--- config.mk ---
export PLATFORM = sky130hd
export DESIGN_NAME = input_mapper
export DESIGN_NICKNAME = d
export VERILOG_FILES = /design/src/rtl/input_mapper.sv
export SDC_FILE = /design/constraint.sdc
export NUM_CORES = 1
export LEC_CHECK = 0
export CORE_UTILIZATION = 50
export CTS_CLUSTER_DIAMETER = 200
export CTS_CLUSTER_SIZE = 20
export DETAILED_ROUTE_END_ITERATION = 6
export PLACE_DENSITY = 0.73
export SYNTH_ARGS = -nofsm -noshare
export SYNTH_HDL_FRONTEND = slang
export SYNTH_SLANG_ARGS = --single-unit
--- constraint.sdc ---
create_clock -name clk -period 3.1 [get_ports clk]
set_clock_uncertainty 0.15 [all_clocks]
set_input_delay 0.465 -clock clk [delete_from_list [all_inputs] [get_ports clk]]
set_output_delay 0.465 -clock clk [all_outputs]
set_load 0.005 [all_outputs]
--- src/rtl/input_mapper.sv ---
// Player-input mapper: PS/2 key events are looked up in a downloadable key map
// and merged with joystick bits into per-player button vectors; coin lanes are stretched.
module input_mapper #(
    parameter int PLAYERS     = 2,
    parameter int BUTTONS     = 8,
    parameter int MAP_DEPTH   = 32,
    parameter int COIN_BIT    = 7,
    parameter int COIN_CYCLES = 2400000
) (
    input  logic                             clk,
    input  logic                             reset,
    input  logic [10:0]                      ps2_key,
    input  logic [PLAYERS*BUTTONS-1:0]       joy,
    input  logic [$clog2(2*MAP_DEPTH)-1:0]   map_addr,
    input  logic [7:0]                       map_data,
    input  logic                             map_wr,
    output logic [PLAYERS*BUTTONS-1:0]       buttons,
    output logic                             busy
);

    localparam int NB = PLAYERS * BUTTONS;
    localparam int AW = $clog2(2 * MAP_DEPTH);
    localparam int IW = $clog2(MAP_DEPTH);
    localparam int CW = $clog2(COIN_CYCLES + 1);

    typedef enum logic [1:0] {
        ST_IDLE,
        ST_SCAN,
        ST_DONE
    } state_t;

    // ------------------------------------------------------------------
    // Key map RAM; attribute bytes power up zero so every entry is invalid.
    // Writes have no reset term because reset is held during download.
    // ------------------------------------------------------------------
    logic [7:0]    code_mem [MAP_DEPTH];
    logic [7:0]    attr_mem [MAP_DEPTH] = '{default: 8'h00};
    logic [IW-1:0] map_entry;
    logic          map_in_range;
    logic [7:0]    rd_code_reg;
    logic [7:0]    rd_attr_reg;

    assign map_entry    = map_addr[AW-1:1];
    assign map_in_range = 32'(map_addr) < 32'(2 * MAP_DEPTH);

    always_ff @(posedge clk) begin
        if (map_wr && map_in_range) begin
            if (map_addr[0]) begin
                attr_mem[map_entry] <= map_data;
            end else begin
                code_mem[map_entry] <= map_data;
            end
        end
    end

    // ------------------------------------------------------------------
    // Event detect and scan FSM
    // ------------------------------------------------------------------
    logic          toggle_reg;
    logic          evt;
    state_t        state_reg, state_next;
    logic [IW-1:0] idx_reg, idx_next;
    logic [9:0]    cur_evt_reg, cur_evt_next;
    logic [9:0]    pend_evt_reg, pend_evt_next;
    logic          pend_full_reg, pend_full_next;
    logic          idx_last;

    assign evt      = ps2_key[10] ^ toggle_reg;
    assign idx_last = (idx_reg == IW'(MAP_DEPTH - 1));
    assign busy     = (state_reg != ST_IDLE);

    always_ff @(posedge clk) begin
        toggle_reg <= ps2_key[10];
        if (reset) begin
            state_reg     <= ST_IDLE;
            idx_reg       <= '0;
            cur_evt_reg   <= '0;
            pend_evt_reg  <= '0;
            pend_full_reg <= 1'b0;
        end else begin
            state_reg     <= state_next;
            idx_reg       <= idx_next;
            cur_evt_reg   <= cur_evt_next;
            pend_evt_reg  <= pend_evt_next;
            pend_full_reg <= pend_full_next;
        end
    end

    always_comb begin
        state_next     = state_reg;
        idx_next       = idx_reg;
        cur_evt_next   = cur_evt_reg;
        pend_evt_next  = pend_evt_reg;
        pend_full_next = pend_full_reg;
        case (state_reg)
            ST_IDLE: begin
                if (evt) begin
                    cur_evt_next = ps2_key[9:0];
                    idx_next     = '0;
                    state_next   = ST_SCAN;
                end
            end
            ST_SCAN: begin
                if (evt && !pend_full_reg) begin
                    pend_evt_next  = ps2_key[9:0];
                    pend_full_next = 1'b1;
                end
                if (idx_last) begin
                    state_next = ST_DONE;
                end else begin
                    idx_next = idx_reg + IW'(1);
                end
            end
            ST_DONE: begin
                idx_next = '0;
                if (pend_full_reg) begin
                    // The held event runs next; a coincident new one takes its slot.
                    cur_evt_next   = pend_evt_reg;
                    pend_full_next = evt;
                    if (evt) begin
                        pend_evt_next = ps2_key[9:0];
                    end
                    state_next = ST_SCAN;
                end else if (evt) begin
                    cur_evt_next = ps2_key[9:0];
                    state_next   = ST_SCAN;
                end else begin
                    state_next = ST_IDLE;
                end
            end
            default: begin
                state_next = ST_IDLE;
            end
        endcase
    end

    // ------------------------------------------------------------------
    // Compare stage: RAM data arrives one cycle after its index, so the
    // event and last-entry flag travel alongside it.
    // ------------------------------------------------------------------
    logic       s1_valid_reg;
    logic       s1_last_reg;
    logic [9:0] s1_evt_reg;

    always_ff @(posedge clk) begin
        rd_code_reg <= code_mem[idx_reg];
        rd_attr_reg <= attr_mem[idx_reg];
    end

    always_ff @(posedge clk) begin
        if (reset) begin
            s1_valid_reg <= 1'b0;
            s1_last_reg  <= 1'b0;
            s1_evt_reg   <= '0;
        end else begin
            s1_valid_reg <= (state_reg == ST_SCAN);
            s1_last_reg  <= (state_reg == ST_SCAN) && idx_last;
            s1_evt_reg   <= cur_evt_reg;
        end
    end

    logic [1:0]    hit_player;
    logic [3:0]    hit_button;
    logic          hit;
    logic [NB-1:0] work_reg, work_next;
    logic [NB-1:0] key_reg;

    assign hit_player = rd_attr_reg[5:4];
    assign hit_button = rd_attr_reg[3:0];
    assign hit = s1_valid_reg && rd_attr_reg[7]
              && (rd_code_reg == s1_evt_reg[7:0])
              && (rd_attr_reg[6] == s1_evt_reg[8])
              && (32'(hit_player) < 32'(PLAYERS))
              && (32'(hit_button) < 32'(BUTTONS));

    always_comb begin
        work_next = work_reg;
        for (int p = 0; p < PLAYERS; p++) begin
            for (int b = 0; b < BUTTONS; b++) begin
                if (hit && hit_player == 2'(p) && hit_button == 4'(b)) begin
                    work_next[p*BUTTONS + b] = s1_evt_reg[9];
                end
            end
        end
    end

    // Matches accumulate in work_reg and become visible only when a scan completes.
    always_ff @(posedge clk) begin
        if (reset) begin
            work_reg <= '0;
            key_reg  <= '0;
        end else begin
            work_reg <= work_next;
            if (s1_last_reg) begin
                key_reg <= work_next;
            end
        end
    end

    // ------------------------------------------------------------------
    // Output merge and per-player coin stretcher
    // ------------------------------------------------------------------
    logic [NB-1:0] buttons_reg;

    always_ff @(posedge clk) begin
        if (reset) begin
            buttons_reg <= joy;
        end else begin
            buttons_reg <= key_reg | joy;
        end
    end

    genvar gi;
    generate
        for (gi = 0; gi < PLAYERS; gi++) begin : g_player
            if (COIN_BIT < BUTTONS) begin : g_coin
                localparam logic [BUTTONS-1:0] COIN_MASK = BUTTONS'(1) << COIN_BIT;
                logic          src;
                logic          src_prev_reg;
                logic          coin_on_reg;
                logic [CW-1:0] cnt_reg;

                assign src = key_reg[gi*BUTTONS + COIN_BIT] | joy[gi*BUTTONS + COIN_BIT];

                always_ff @(posedge clk) begin
                    if (reset) begin
                        src_prev_reg <= joy[gi*BUTTONS + COIN_BIT];
                        coin_on_reg  <= 1'b0;
                        cnt_reg      <= '0;
                    end else begin
                        src_prev_reg <= src;
                        if (!coin_on_reg && src && !src_prev_reg) begin
                            coin_on_reg <= 1'b1;
                            cnt_reg     <= CW'(COIN_CYCLES - 1);
                        end else if (coin_on_reg) begin
                            if (cnt_reg == '0) begin
                                coin_on_reg <= 1'b0;
                            end else begin
                                cnt_reg <= cnt_reg - CW'(1);
                            end
                        end
                    end
                end

                assign buttons[gi*BUTTONS +: BUTTONS] =
                    (buttons_reg[gi*BUTTONS +: BUTTONS] & ~COIN_MASK)
                    | (coin_on_reg ? COIN_MASK : '0);
            end else begin : g_plain
                assign buttons[gi*BUTTONS +: BUTTONS] = buttons_reg[gi*BUTTONS +: BUTTONS];
            end
        end
    endgenerate

endmodule

==> results by group <==
Finish
  – Final Net Count: 1802
  – Area growth syn-to-layout: 11.49%
  – Commonest cells after routing, fill and taps aside: edfxtp_1, dfxtp_1, mux4_2, nor2_1, buf_4
  – Fin util: 56.40%
  – Layout cells sized above 1: between 10% and 20%
  – Most common cell after layout, fill and taps aside: edfxtp_1
  – Antenna Cells: 0

Setup path
  – Worst EP required: 3.39 ns
  – R2r worst-path depth: 6
  – Worst r2r src: g_player[1].g_coin.cnt_reg[0]$_SDFFE_PP0P_
  – Setup CP Type: flip-flop to flip-flop
  – CP max-delay cell: nand4_1
  – Worst setup SP type: flip-flop
  – CP Cell Sequence: inv_1, ha_1, nor4b_1, nand4_1, o41ai_1, a211oi_1
  – R2R Path End: g_player[1].g_coin.cnt_reg[2]$_SDFFE_PP0P_
  – Worst setup EP type: flip-flop
  – Crit-path max cell delay: between 0.6 and 0.7 ns
  – Reg2Reg Setup Slack: 0.45 ns
  – Crit path DAT: between 2 and 3 ns
  – CP max FO: 14

Routing
  – WL final: 57.35 mm
  – ANT nets after route: 0
  – Drc violations: 0
  – Routed WL per cell: 23.32 um
  – DR vias: 15120
  – Post-DR vias/cell: 6.148
  – Drt pass-1 iters: 5
  – Initial DRC Count: 1820

Synth
  – Post-synth top area cell: edfxtp_1
  – Seq cells post-synth: 663
  – Ys flop type: edfxtp_1
  – Warning count from the yosys run: 0
  – Number of distinct library cells after synthesis: 67
  – Seq/Total Area, Yosys: roughly 69%
  – Avg Inst Size Synth: 16.17 sq um
  – Gate count after technology mapping: 1644
  – Yosys top cell area share: 57.84%
  – EDFF count, synth: 512
  – Synthesized Nets: 1694
  – Main area contributors after synthesis: edfxtp_1, dfxtp_1, mux4_2
  – Cell Area, Synth: 26580 sq um
  – Async set or reset register ratio after synthesis: 0%

Pwr
  – Reg power frac: roughly 60%
  – PwrDens: about 550 nW/um^2
  – Clock share of power: 31.7%
  – Switch share: a little under a quarter
  – Net Switching: 3.722 mW
  – Final Power: 16.38 mW
  – Worst vdd ir: 0.0003922 V
  – Internal power: 12.66 mW
  – Leak pwr: approximately 9.5 nW
  – Logic pwr share: 8.0%

Global routing
  – GRT overflow: 0
  – Vias in the first global route: 15260
  – Initial antenna violation count: 1
  – Largest net degree at the start of global routing: 85
  – Gr usage total: between 20% and 30%
  – First-pass GRT wire length: 88.93 mm

STA
  – Fmax: 377.4 MHz
  – Worst slew margin: 18.04%
  – Shortest period the worst path allows: 2.650 ns
  – Final hold violation count: 0
  – Fin Setup TNS: 0 ns
  – RSZ-0062 raised after global routing: false
  – Slew @ Worst Pin: 1.228 ns
  – Final period util: 85.48%
  – Final slew viol count: 0
  – Final setup viols: 0

Floorplan
  – Die ar.: 54090 sq um
  – Die Wd: 232.6 um
  – # IOs: roughly 60
  – Initial Util: 50.58%
  – Die height: 232.6 um
  – Site row count: between 80 and 90
  – Core box area: 52550 sq um

Hold path
  – Hold EP: attr_mem[28][5]$_DFFE_PP_
  – Worst hold path stage count: 1
  – Worst hold path class: primary input to flip-flop
  – Hold_sp: map_data[5]

Placed design
  – GP Congestion: 0.8316
  – PortBufs: 60
  – Post-DP HPWL: 36.66 mm

Clock tree
  – H-tree depth: 2
  – Clk sinks: 663
  – Postcts setup bufs: 0
  – TritonCTS clock tree: built
  – CTS clock-pin slew for the worst setup and hold paths: around 0.090 ns
  – Clock Latency Late Sink: 0.60 ns
  – Cts hold-fix bufs: 0
  – Clk buf depth: 3
  – Total CTS buffers: 39
  – CTS resizes: 0
  – Root Driver: clkbuf_16

Job
  – Max_cap viols: 0

Run status
  – Status: finished, final reports clean
## cell type report
type / count / area, sq um
clock buffers: 57 / 1065
inverters: 13 / 48.80
repair buffers: 174 / 1536
clock inverters: 3 / 45.04
flip-flops and latches: 663 / 18410
fillers: 4053 / 22910
well taps: 688 / 860.8
multi-input cells: 861 / 7671
## kinds of logic after synthesis
kind of cell / Yosys count / share of synthesized area, %
XOR/XNOR: 12 / 0.3954
buffers and inverters: 120 / 1.958
AND/OR/NAND/NOR: 387 / 7.922
flip-flops: 663 / 69.21
adder cells (fa/ha/maj): 6 / 0.2824
multiplexers: 196 / 13.41
AO/OA/AOI/OAI: 260 / 6.825
## how the worst max path moves through the flow
stage	startpoint	endpoint	slack, ns	cells past startpoint
after floorplan	idx_reg[3]$_SDFFE_PP0P_	idx_reg[2]$_SDFFE_PP0P_	0.67	9
after global placement	map_wr	code_mem[2][3]$_DFFE_PP_	0.47	5
after detailed placement	map_wr	code_mem[2][2]$_DFFE_PP_	0.45	5
after CTS	idx_reg[0]$_SDFFE_PP0P_	rd_attr_reg[4]$_DFF_P_	0.56	5
after global routing	g_player[1].g_coin.cnt_reg[0]$_SDFFE_PP0P_	g_player[1].g_coin.cnt_reg[2]$_SDFFE_PP0P_	0.24	6
final	g_player[1].g_coin.cnt_reg[0]$_SDFFE_PP0P_	g_player[1].g_coin.cnt_reg[2]$_SDFFE_PP0P_	0.45	6
## synth_stat cells (all sizes together), types with 3 or more instances
cell type  count
edfxtp       512
dfxtp        151
mux4         128
nor2         123
clkbuf        68
mux2i         68
a21oi         53
nand2         53
buf           39
or4           33
nor4          31
nand4         30
o21ai         30
o31ai         28
nor2b         25
a31oi         23
a311oi        20
a21o          19
a22o          16
nand3         16
nor3          15
a211o         14
inv           12
a211oi        10
o22ai         10
or3           10
or2            9
xnor2          8
nand2b         7
o211ai         7
o41ai          7
ha             6
nand3b         6
nor4b          6
o211a          6
and4           5
o21a           4
xor2           4
and2           3
and3           3
o311a          3
or3b           3
or4b           3
## worst max-delay path, delay by kind of cell, from the launching register on
family	cells	cell delay, ns
flops	1	0.36
fa+ha+maj	1	0.15
simple gates	2	1.07
buf+inv	1	0.11
compound gates	2	0.64
## per-stage QoR
| stage | area (sq um) | setup WS [ns] | std cells | hold slack, ns |
|---|---|---|---|---|
| final | 29640 | 0.4502 | 2459 | 0.08089 |
| after global routing | 29640 | 0.2437 | 2459 | 0.07355 |
| after CTS | 29640 | 0.5642 | 2459 | 0.06516 |
| after detailed placement | 28530 | 0.4528 | 2399 | 0.2914 |
| after global placement | 28530 | 0.4744 | 2399 | 0.2887 |
| after floorplan | 26580 | 0.6690 | 1644 | 0.2769 |
## power by group through the flow
stage | clock (mW) | sequential, mW | combinational, mW
floorplan | 0 | 9.99 | 0.885
global placement | 0 | 10.1 | 1.27
detailed placement | 0 | 10.1 | 1.30
CTS | 5.31 | 9.87 | 1.31
global route | 5.59 | 9.89 | 1.42
finish | 5.20 | 9.87 | 1.31
## routing by layer
| layer | global-route usage (%) | up-vias | share of wire [%] |
|---|---|---|---|
| li1 | - | 6805 | - |
| met1 | 30.41 | 7599 | 43 |
| met2 | 35.48 | 628 | 48 |
| met3 | 3.517 | 85 | 7.6 |
| met4 | 6.168 | 0 | 2.2 |
| met5 | 0 | - | 0 |
No activity file was read; power rests on OpenSTA's default activity.
